--- config.mk ---
export PLATFORM = sky130hd
export DESIGN_NAME = operand_debounce
export DESIGN_NICKNAME = d
export VERILOG_FILES = /design/src/rtl/operand_debounce.sv
export SDC_FILE = /design/constraint.sdc
export NUM_CORES = 1
export LEC_CHECK = 0
export CORE_UTILIZATION = 45
export CTS_CLUSTER_DIAMETER = 50
export DETAILED_ROUTE_END_ITERATION = 6
export SLEW_MARGIN = 10
export SYNTH_ARGS = -nofsm -noshare
export SYNTH_HDL_FRONTEND = slang
export SYNTH_SLANG_ARGS = --single-unit
--- constraint.sdc ---
create_clock -name clk -period 6.9 [get_ports clk]
set_clock_uncertainty 0.15 [all_clocks]
set_input_delay 2.07 -clock clk [delete_from_list [all_inputs] [get_ports clk]]
set_output_delay 2.07 -clock clk [all_outputs]
set_load 0.02 [all_outputs]
--- src/rtl/operand_debounce.sv ---
// operand_debounce: synchronise and per-bit debounce two raw pad vectors into clean operands (DEBOUNCE_BYPASS_EN skips the debounce counters)
module operand_debounce #(
  parameter int WIDTH           = 8,
  parameter int SYNC_STAGES     = 2,
  parameter int DEBOUNCE_CYCLES = 16
) (
  input  logic             clk,
  input  logic             rst_n,
  input  logic             ena,
  input  logic [WIDTH-1:0] a_raw,
  input  logic [WIDTH-1:0] b_raw,
  output logic [WIDTH-1:0] a_clean,
  output logic [WIDTH-1:0] b_clean,
  output logic             upd,
  output logic             busy
);
  localparam int N = 2 * WIDTH;
  logic [N-1:0] r_sync [SYNC_STAGES];
  logic [N-1:0] w_s;
  logic [N-1:0] r_clean;
  logic [N-1:0] w_flip;
  logic         r_upd;
  assign w_s     = r_sync[SYNC_STAGES-1];
  assign a_clean = r_clean[WIDTH-1:0];
  assign b_clean = r_clean[N-1:WIDTH];
  assign upd     = r_upd;
  // Synchroniser chain keeps shifting regardless of ena
  always_ff @(posedge clk or negedge rst_n)
    if (!rst_n)
      for (int k = 0; k < SYNC_STAGES; k++) r_sync[k] <= '0;
    else begin
      r_sync[0] <= {b_raw, a_raw};
      for (int k = 1; k < SYNC_STAGES; k++) r_sync[k] <= r_sync[k-1];
    end
`ifdef DEBOUNCE_BYPASS_EN
  assign w_flip = w_s ^ r_clean;
  assign busy   = 1'b0;
  // Clean follows the synchronised input directly while enabled
  always_ff @(posedge clk or negedge rst_n)
    if (!rst_n) begin
      r_clean <= '0;
      r_upd   <= 1'b0;
    end else begin
      r_upd <= ena && |w_flip;
      if (ena) r_clean <= w_s;
    end
`else
  localparam int CW = $clog2(DEBOUNCE_CYCLES + 1);
  localparam logic [CW-1:0] LAST = CW'(DEBOUNCE_CYCLES - 1);
  logic [CW-1:0] r_cnt     [N];
  logic [CW-1:0] w_cnt_nxt [N];
  logic [N-1:0]  w_cnting;
  logic          r_busy;
  assign busy = r_busy;
  // Per bit: a match clears the count, a mismatch reaching LAST flips clean, otherwise count up
  always_comb begin
    w_flip   = '0;
    w_cnting = '0;
    for (int i = 0; i < N; i++) begin
      w_flip[i]    = (w_s[i] != r_clean[i]) && (r_cnt[i] == LAST);
      w_cnt_nxt[i] = (w_s[i] == r_clean[i] || w_flip[i]) ? '0 : r_cnt[i] + CW'(1);
      w_cnting[i]  = w_cnt_nxt[i] != '0;
    end
  end
  // Counters, clean outputs and busy advance only while enabled; upd is a one-cycle strobe
  always_ff @(posedge clk or negedge rst_n)
    if (!rst_n) begin
      for (int i = 0; i < N; i++) r_cnt[i] <= '0;
      r_clean <= '0;
      r_upd   <= 1'b0;
      r_busy  <= 1'b0;
    end else begin
      r_upd <= ena && |w_flip;
      if (ena) begin
        for (int i = 0; i < N; i++) r_cnt[i] <= w_cnt_nxt[i];
        r_clean <= r_clean ^ w_flip;
        r_busy  <= |w_cnting;
      end
    end
`endif
endmodule

==> impl_results.html, run 1 <==
<table>
<tr><th>Metric</th><th>Value</th></tr>
<tr><th colspan="2">Timing</th></tr>
<tr><td>Worst setup slack after layout</td><td>3.19 ns</td></tr>
<tr><td>Minimum period implied by the final worst setup slack</td><td>3.71 ns</td></tr>
<tr><td>Max Clk Rate</td><td>0.270 GHz</td></tr>
<tr><td>RSZ-0062 raised after global routing</td><td>false</td></tr>
<tr><td>Number of failing hold endpoints at the final stage</td><td>0</td></tr>
<tr><td>Total negative slack</td><td>0 ns</td></tr>
<tr><td>Transition time at the pin with the least slew margin</td><td>0.878 ns</td></tr>
<tr><td>Final critical-path share of the clock period</td><td>53.7%</td></tr>
<tr><td>Final setup viols</td><td>0</td></tr>
<tr><td>Worst slew margin relative to its limit</td><td>41.4%</td></tr>
<tr><td>Final-layout worst hold slack</td><td>0.197 ns</td></tr>
<tr><td>Final Slew Violations</td><td>0</td></tr>
<tr><th colspan="2">Worst setup path</th></tr>
<tr><td>CP startpoint kind</td><td>input pin</td></tr>
<tr><td>Class of the most critical setup path</td><td>in -&gt; reg</td></tr>
<tr><td>Slowest stage cell on the critical path</td><td>sky130_fd_sc_hd__buf_4</td></tr>
<tr><td>Buffers &amp; Inverters on Critical Path</td><td>2</td></tr>
<tr><td>Element type at the critical path end</td><td>register</td></tr>
<tr><td>Largest stage delay, worst path</td><td>0.79 ns</td></tr>
<tr><td>Most frequent cell on the critical path</td><td>sky130_fd_sc_hd__buf_4</td></tr>
<tr><td>Maximum fanout along the worst path</td><td>94</td></tr>
<tr><td>Cell family with most CP delay</td><td>buffers and inverters</td></tr>
<tr><td>Required time at the worst-slack endpoint</td><td>7.05 ns</td></tr>
<tr><td>Crit path DAT</td><td>3.86 ns</td></tr>
<tr><td>List of cells traversed by the critical path</td><td>buf_4 &gt; buf_4 &gt; nand2_1 &gt; mux2_2</td></tr>
<tr><th colspan="2">Global route</th></tr>
<tr><td>Vias in the first global route</td><td>4490</td></tr>
<tr><td>Final global-route overflow total</td><td>0</td></tr>
<tr><td>Initial antenna violation count</td><td>0</td></tr>
<tr><td>Maximum number of pins on one net before global-route repair</td><td>95</td></tr>
<tr><td>Wire length of the first global-routing pass</td><td>21500 um</td></tr>
<tr><td>Global Route Usage Sum</td><td>18.9%</td></tr>
<tr><th colspan="2">Synthesis</th></tr>
<tr><td>Mux share of post-synthesis cell area</td><td>6.97%</td></tr>
<tr><td>Xor/xnor cell area share of the yosys netlist</td><td>6.51%</td></tr>
<tr><td>Cell count after synthesis</td><td>634</td></tr>
<tr><td>Net count after synthesis</td><td>685</td></tr>
<tr><td>Area fraction in compound gates after synthesis</td><td>9.99%</td></tr>
<tr><td>Main flop type after synthesis</td><td>sky130_fd_sc_hd__dfrtp_1</td></tr>
<tr><td>Average instance area after synthesis</td><td>10.2 um^2</td></tr>
<tr><td>Number of warnings reported in the yosys synthesis log</td><td>0</td></tr>
<tr><td>Top post-synthesis cells by area</td><td>sky130_fd_sc_hd__dfrtp_1, sky130_fd_sc_hd__mux2_2, sky130_fd_sc_hd__ha_1</td></tr>
<tr><td>Cell taking the most area after synthesis</td><td>sky130_fd_sc_hd__dfrtp_1</td></tr>
<tr><td>Main combinational cell family by area after synthesis</td><td>simple AND/OR/NAND/NOR gates</td></tr>
<tr><td>Number of synthesized flops with an enable pin</td><td>0</td></tr>
<tr><td>Share of synthesized area occupied by flip-flops and latches</td><td>50.3%</td></tr>
<tr><td>Async set-reset flop share out of synthesis</td><td>100%</td></tr>
<tr><td>Mapped cell area</td><td>0.00646 mm^2</td></tr>
<tr><td>Adder-cell share of the synthesized area</td><td>6.20%</td></tr>
<tr><td>Synth cell types</td><td>39</td></tr>
<tr><td>Share of the synthesized area in the top cell type</td><td>50.3%</td></tr>
<tr><td>Post-synthesis register bit count</td><td>130</td></tr>
<tr><td>Area share of and/or/nand/nor cells after synthesis</td><td>16.3%</td></tr>
<tr><th colspan="2">Die</th></tr>
<tr><td>Die Span X</td><td>122 um</td></tr>
<tr><td>Initial standard-cell utilization of the core</td><td>46.4%</td></tr>
<tr><td>I/O pin count</td><td>37</td></tr>
<tr><td>Die footprint</td><td>0.0148 mm^2</td></tr>
<tr><td>Core box area</td><td>0.0139 mm^2</td></tr>
<tr><td>Row cnt</td><td>43</td></tr>
<tr><td>Chip height</td><td>122 um</td></tr>
<tr><th colspan="2">Hold path</th></tr>
<tr><td>Type of the most critical hold path</td><td>reg -&gt; reg</td></tr>
<tr><th colspan="2">Final layout</th></tr>
<tr><td>Leading cell types in the layout, fill and taps excluded</td><td>sky130_fd_sc_hd__dfrtp_1, sky130_fd_sc_hd__nand2_1, sky130_fd_sc_hd__o21ai_0</td></tr>
<tr><td>Area overhead of the layout relative to synthesis</td><td>17.9%</td></tr>
<tr><td>Number of standard cells in the final layout excluding fillers</td><td>861</td></tr>
<tr><td>Final design utilization</td><td>54.7%</td></tr>
<tr><td>Share of layout cells above drive strength 1</td><td>11.5%</td></tr>
<tr><td>Post-route cell area</td><td>0.00762 mm^2</td></tr>
<tr><td>Count of antenna diodes in the layout</td><td>0</td></tr>
<tr><td>Nets@finish</td><td>720</td></tr>
<tr><td>Commonest non-fill, non-tap cell in the layout</td><td>sky130_fd_sc_hd__dfrtp_1</td></tr>
<tr><th colspan="2">Clock network</th></tr>
<tr><td>Cells resized by post-CTS repair</td><td>0</td></tr>
<tr><td>Number of buffers on the longest clock path</td><td>2</td></tr>
<tr><td>Hold buffers post-CTS</td><td>0</td></tr>
<tr><td>TritonCTS clock tree</td><td>built</td></tr>
<tr><td>Root buffer selected by CTS</td><td>sky130_fd_sc_hd__clkbuf_16</td></tr>
<tr><td>Number of levels the H-tree was split into</td><td>4</td></tr>
<tr><td>Clock transition time at the flip-flop clock pins of the worst setup and hold paths</td><td>0.06 ns</td></tr>
<tr><td>Buffers inserted by post-CTS timing repair</td><td>0</td></tr>
<tr><td>Clk sinks</td><td>130</td></tr>
<tr><td>Worst-skew pair later-pin latency</td><td>0.41 ns</td></tr>
<tr><td>Number of buffers added by the clock tree synthesis step</td><td>17</td></tr>
<tr><th colspan="2">Detailed routing</th></tr>
<tr><td>Final wirelength</td><td>12500 um</td></tr>
<tr><td>Residual DRC</td><td>0</td></tr>
<tr><td>Number of iterations in the first detailed-routing pass</td><td>7</td></tr>
<tr><td>Via density per instance</td><td>5.29</td></tr>
<tr><td>Average wire length per cell after detail routing</td><td>14.5 um</td></tr>
<tr><td>Post-DRT Antenna Nets</td><td>0</td></tr>
<tr><td>Starting DRT DRC Count</td><td>212</td></tr>
<tr><td>Vias post-DR</td><td>4557</td></tr>
<tr><th colspan="2">Power and ir drop</th></tr>
<tr><td>Leakage</td><td>3.48 nW</td></tr>
<tr><td>Pwr dens</td><td>271 mW/mm^2</td></tr>
<tr><td>Tot Pwr</td><td>2.06 mW</td></tr>
<tr><td>Highest ir drop seen on vdd</td><td>0.000177 V</td></tr>
<tr><th colspan="2">Placed design</th></tr>
<tr><td>Buffers added on ports</td><td>36</td></tr>
<tr><td>Placed instance area</td><td>0.00697 mm^2</td></tr>
<tr><td>Post-DP HPWL</td><td>8500 um</td></tr>
<tr><td>Placer congestion estimate</td><td>0.779</td></tr>
<tr><td>Cells after DPL</td><td>830</td></tr>
<tr><td>Setup slack at placement</td><td>2.78 ns</td></tr>
<tr><th colspan="2">Job</th></tr>
<tr><td>Number of max-cap violations</td><td>0</td></tr>
<tr><th colspan="2">Outcome</th></tr>
<tr><td>Outcome</td><td>complete, no violations</td></tr>
</table>
[power breakdown]
group	internal (mW)	total (mW)	switching, mW
Sequential	0.815	0.866	0.0512
Clock	0.668	0.987	0.319
Combinational	0.0933	0.212	0.119
[synthesized netlist by cell type, types with 4 or more instances]
| library cell | count |
|---|---|
| sky130_fd_sc_hd__or2_2 | 4 |
| sky130_fd_sc_hd__buf_1 | 4 |
| sky130_fd_sc_hd__a22oi_1 | 6 |
| sky130_fd_sc_hd__nand3_1 | 30 |
| sky130_fd_sc_hd__inv_1 | 39 |
| sky130_fd_sc_hd__nor2b_1 | 6 |
| sky130_fd_sc_hd__ha_1 | 32 |
| sky130_fd_sc_hd__nor2_1 | 41 |
| sky130_fd_sc_hd__clkbuf_1 | 14 |
| sky130_fd_sc_hd__nand2b_1 | 21 |
| sky130_fd_sc_hd__a32o_1 | 7 |
| sky130_fd_sc_hd__o22ai_1 | 27 |
| sky130_fd_sc_hd__o21ai_0 | 43 |
| sky130_fd_sc_hd__nand2_1 | 78 |
| sky130_fd_sc_hd__mux2_2 | 40 |
| sky130_fd_sc_hd__dfrtp_1 | 130 |
| sky130_fd_sc_hd__nor3_1 | 6 |
| sky130_fd_sc_hd__xnor2_1 | 18 |
| sky130_fd_sc_hd__xor2_1 | 30 |
| sky130_fd_sc_hd__and3_1 | 17 |
| sky130_fd_sc_hd__a31oi_1 | 5 |
| sky130_fd_sc_hd__o31ai_1 | 8 |
[path summary, 6_finish.rpt]
| check | slack, ns | start | to | cells past startpoint |
|---|---|---|---|---|
| setup / recovery | 3.19 | ena | register | 4 |
| setup reg to reg | 4.10 | r_cnt[55]$_DFFE_PN0P_ | busy$_DFFE_PN0P_ | 9 |
| hold reg to reg | 0.20 | r_sync[21]$_DFF_PN0_ | w_s[5]$_DFF_PN0_ | 0 |
| hold / removal | 0.20 | r_sync[21]$_DFF_PN0_ | w_s[5]$_DFF_PN0_ | 0 |
| max in group asynchronous | 3.98 | rst_n | r_cnt[59]$_DFFE_PN0P_ | 2 |
| min in group asynchronous | 1.56 | rst_n | async pin | 1 |
[worst register-to-register path, stage by stage (launching register included)]
cell                      delay, ns
sky130_fd_sc_hd__dfrtp_1       0.42
sky130_fd_sc_hd__ha_1          0.26
sky130_fd_sc_hd__and3_1        0.20
sky130_fd_sc_hd__ha_1          0.28
sky130_fd_sc_hd__nand2_1       0.05
sky130_fd_sc_hd__nor3_1        0.22
sky130_fd_sc_hd__o22ai_1       0.18
sky130_fd_sc_hd__or4_1         0.54
sky130_fd_sc_hd__nor4_2        0.22
sky130_fd_sc_hd__a31oi_1       0.14
[final cells by class]
class,count,area (um^2)
multi-input combinational,443,2970
tap,180,225
clock inverter,9,176
timing repair buffer,38,374
inverter,39,146
sequential,130,3250
fill,1215,6310
clock buffer,22,474
[cell families after synthesis]
logic type | after synthesis
adder cells (fa/ha/maj) | 32
AND/OR/NAND/NOR | 219
flip-flops | 130
XOR/XNOR | 48
buffers and inverters | 61
AO/OA/AOI/OAI | 104
multiplexers | 40
[routing by layer]
layer	up-vias	global-route usage [%]	part of all wire, %
met5	-	0	0
met4	0	8.18	1.8
met3	13	5.06	3.9
met2	71	28.2	46
met1	2200	25.8	49
li1	2273	-	-
No activity file was read; power rests on OpenSTA's default activity.
==> inputs of run 2 (changes only) <==
==> constraint.sdc (replaced) <==
create_clock -name clk -period 3.8 [get_ports clk]
set_clock_uncertainty 0.15 [all_clocks]
set_input_delay 1.14 -clock clk [delete_from_list [all_inputs] [get_ports clk]]
set_output_delay 1.14 -clock clk [all_outputs]
set_load 0.02 [all_outputs]
==> run 2 against run 1 <==
  * Wire length is 1.4% higher
  * Largest cell class unchanged
  * Non-clock buffer count stayed put
  * Power is 79% higher
  * Die area stayed put
  * Utilization is 0.081 points higher
  * Sequential cell count stayed put
  * Sequential share of layout area is 0.063 points lower
  * Design area is 0.15% higher
  * First-iteration DRC count is 26% higher
  * Combinational power is 86% higher
  * Global-route usage is 0.40 points higher
==> impl_results.html, run 2 (synthesis gave the netlist of run 1 again) <==
<table>
<tr><th>Metric</th><th>Value</th></tr>
<tr><th colspan="2">Outcome</th></tr>
<tr><td>Outcome</td><td>complete, no violations</td></tr>
<tr><th colspan="2">Die</th></tr>
<tr><td>Initial standard-cell utilization of the core</td><td>46.4%</td></tr>
<tr><td>Die Span X</td><td>122 um</td></tr>
<tr><td>I/O pin count</td><td>37</td></tr>
<tr><td>Die footprint</td><td>0.0148 mm^2</td></tr>
<tr><td>Row cnt</td><td>43</td></tr>
<tr><td>Core box area</td><td>0.0139 mm^2</td></tr>
<tr><td>Chip height</td><td>122 um</td></tr>
<tr><th colspan="2">Clock network</th></tr>
<tr><td>Number of levels the H-tree was split into</td><td>4</td></tr>
<tr><td>TritonCTS clock tree</td><td>built</td></tr>
<tr><td>Number of buffers on the longest clock path</td><td>2</td></tr>
<tr><td>Hold buffers post-CTS</td><td>0</td></tr>
<tr><td>Number of buffers added by the clock tree synthesis step</td><td>17</td></tr>
<tr><td>Cells resized by post-CTS repair</td><td>0</td></tr>
<tr><td>Worst-skew pair later-pin latency</td><td>0.41 ns</td></tr>
<tr><td>Buffers inserted by post-CTS timing repair</td><td>0</td></tr>
<tr><td>Clock transition time at the flip-flop clock pins of the worst setup and hold paths</td><td>0.06 ns</td></tr>
<tr><td>Root buffer selected by CTS</td><td>sky130_fd_sc_hd__clkbuf_16</td></tr>
<tr><td>Clk sinks</td><td>130</td></tr>
<tr><th colspan="2">Detailed routing</th></tr>
<tr><td>Average wire length per cell after detail routing</td><td>14.7 um</td></tr>
<tr><td>Starting DRT DRC Count</td><td>268</td></tr>
<tr><td>Post-DRT Antenna Nets</td><td>0</td></tr>
<tr><td>Via density per instance</td><td>5.39</td></tr>
<tr><td>Residual DRC</td><td>0</td></tr>
<tr><td>Number of iterations in the first detailed-routing pass</td><td>5</td></tr>
<tr><td>Vias post-DR</td><td>4643</td></tr>
<tr><td>Final wirelength</td><td>12700 um</td></tr>
<tr><th colspan="2">Worst setup path</th></tr>
<tr><td>Largest stage delay, worst path</td><td>0.62 ns</td></tr>
<tr><td>Class of the most critical setup path</td><td>reg -&gt; out</td></tr>
<tr><td>Register-to-register setup slack</td><td>1.12 ns</td></tr>
<tr><td>Slowest stage cell on the critical path</td><td>sky130_fd_sc_hd__clkdlybuf4s50_1</td></tr>
<tr><td>Crit path DAT</td><td>1.42 ns</td></tr>
<tr><td>Required time at the worst-slack endpoint</td><td>2.51 ns</td></tr>
<tr><td>RR Startpoint</td><td>r_cnt[55]$_DFFE_PN0P_</td></tr>
<tr><td>Buffers &amp; Inverters on Critical Path</td><td>1</td></tr>
<tr><td>Maximum fanout along the worst path</td><td>3</td></tr>
<tr><td>List of cells traversed by the critical path</td><td>clkdlybuf4s50_1</td></tr>
<tr><td>Cell family with most CP delay</td><td>buffers and inverters</td></tr>
<tr><td>CP startpoint kind</td><td>register</td></tr>
<tr><td>Element type at the critical path end</td><td>output port</td></tr>
<tr><td>Endpoint of the worst-slack reg-to-reg timing path</td><td>busy$_DFFE_PN0P_</td></tr>
<tr><td>Depth of the most critical reg-to-reg path</td><td>9</td></tr>
<tr><th colspan="2">Hold path</th></tr>
<tr><td>Type of the most critical hold path</td><td>reg -&gt; reg</td></tr>
<tr><td>Hold path startpoint</td><td>r_sync[27]$_DFF_PN0_</td></tr>
<tr><td>Terminating pin of the worst hold path</td><td>w_s[11]$_DFF_PN0_</td></tr>
<tr><td>Worst hold path depth</td><td>0</td></tr>
<tr><th colspan="2">Timing</th></tr>
<tr><td>Total negative slack</td><td>0 ns</td></tr>
<tr><td>Final-layout worst hold slack</td><td>0.196 ns</td></tr>
<tr><td>Minimum period implied by the final worst setup slack</td><td>2.71 ns</td></tr>
<tr><td>Final Slew Violations</td><td>0</td></tr>
<tr><td>Number of failing hold endpoints at the final stage</td><td>0</td></tr>
<tr><td>Final setup viols</td><td>0</td></tr>
<tr><td>RSZ-0062 raised after global routing</td><td>false</td></tr>
<tr><td>Worst slew margin relative to its limit</td><td>52.4%</td></tr>
<tr><td>Max Clk Rate</td><td>0.369 GHz</td></tr>
<tr><td>Worst setup slack after layout</td><td>1.09 ns</td></tr>
<tr><td>Final critical-path share of the clock period</td><td>71.3%</td></tr>
<tr><td>Transition time at the pin with the least slew margin</td><td>0.714 ns</td></tr>
<tr><th colspan="2">Final layout</th></tr>
<tr><td>Nets@finish</td><td>720</td></tr>
<tr><td>Commonest non-fill, non-tap cell in the layout</td><td>sky130_fd_sc_hd__dfrtp_1</td></tr>
<tr><td>Count of antenna diodes in the layout</td><td>0</td></tr>
<tr><td>Share of layout cells above drive strength 1</td><td>11.6%</td></tr>
<tr><td># fillers</td><td>1220</td></tr>
<tr><td>Number of standard cells in the final layout excluding fillers</td><td>861</td></tr>
<tr><td>Final design utilization</td><td>54.8%</td></tr>
<tr><td>Post-route cell area</td><td>0.00763 mm^2</td></tr>
<tr><td>Leading cell types in the layout, fill and taps excluded</td><td>sky130_fd_sc_hd__dfrtp_1, sky130_fd_sc_hd__nand2_1, sky130_fd_sc_hd__o21ai_0</td></tr>
<tr><td>Area overhead of the layout relative to synthesis</td><td>18.1%</td></tr>
<tr><th colspan="2">Placed design</th></tr>
<tr><td>Post-DP HPWL</td><td>8480 um</td></tr>
<tr><td>Cells after DPL</td><td>830</td></tr>
<tr><td>Placed instance area</td><td>0.00700 mm^2</td></tr>
<tr><td>Placer congestion estimate</td><td>0.817</td></tr>
<tr><td>Setup slack at placement</td><td>1.15 ns</td></tr>
<tr><td>Buffers added on ports</td><td>36</td></tr>
<tr><th colspan="2">Global route</th></tr>
<tr><td>Vias in the first global route</td><td>4546</td></tr>
<tr><td>Initial antenna violation count</td><td>0</td></tr>
<tr><td>Global Route Usage Sum</td><td>19.3%</td></tr>
<tr><td>Maximum number of pins on one net before global-route repair</td><td>155</td></tr>
<tr><td>Wire length of the first global-routing pass</td><td>22100 um</td></tr>
<tr><td>Final global-route overflow total</td><td>0</td></tr>
<tr><th colspan="2">Job</th></tr>
<tr><td>Number of max-cap violations</td><td>0</td></tr>
<tr><th colspan="2">Power and ir drop</th></tr>
<tr><td>Highest ir drop seen on vdd</td><td>0.000380 V</td></tr>
<tr><td>Leakage</td><td>3.48 nW</td></tr>
<tr><td>Pwr dens</td><td>486 mW/mm^2</td></tr>
<tr><td>Tot Pwr</td><td>3.71 mW</td></tr>
</table>
[run 2: changes by cell type in the layout (fill, tap and decap cells not counted), sizes merged]
cell	change
clkinvlp	+2
bufinv	-1
inv	-1
[run 2: report_power, final]
group | total, mW | internal (mW) | switching [mW]
combinational | 0.394 | 0.173 | 0.221
clock | 1.74 | 1.16 | 0.581
sequential | 1.57 | 1.48 | 0.0908
total | 3.71 | 2.81 | 0.893
[run 2: worst max-delay path by stage]
stage                               start                    end  slack [ns]  cells after the start
floorplan                             ena  r_cnt[66]$_DFFE_PN0P_        1.38                      4
global placement    r_cnt[70]$_DFFE_PN0P_       busy$_DFFE_PN0P_        1.16                      8
detailed placement  r_cnt[55]$_DFFE_PN0P_       busy$_DFFE_PN0P_        1.15                      9
CTS                              register             b_clean[7]        1.06                      1
global route        r_cnt[55]$_DFFE_PN0P_       busy$_DFFE_PN0P_        0.92                      9
finish                           register             b_clean[7]        1.09                      1
[run 2: layout make-up]
cell class / instances / area (um^2) / share of cell area [%]
tap: 180 / 225 / 2.95
inverter: 39 / 146 / 1.92
multi-input combinational: 443 / 2970 / 38.9
clock inverter: 9 / 153 / 2.00
sequential: 130 / 3250 / 42.6
timing repair buffer: 38 / 399 / 5.23
clock buffer: 22 / 484 / 6.34
[run 2: per-layer routing]
layer | vias up | routed length (um) | track usage, %
met5 | - | 0 | 0
met4 | 0 | 105 | 5.86
met3 | 10 | 425 | 5.34
met2 | 68 | 5890 | 29.8
met1 | 2295 | 6270 | 26.4
li1 | 2270 | - | -
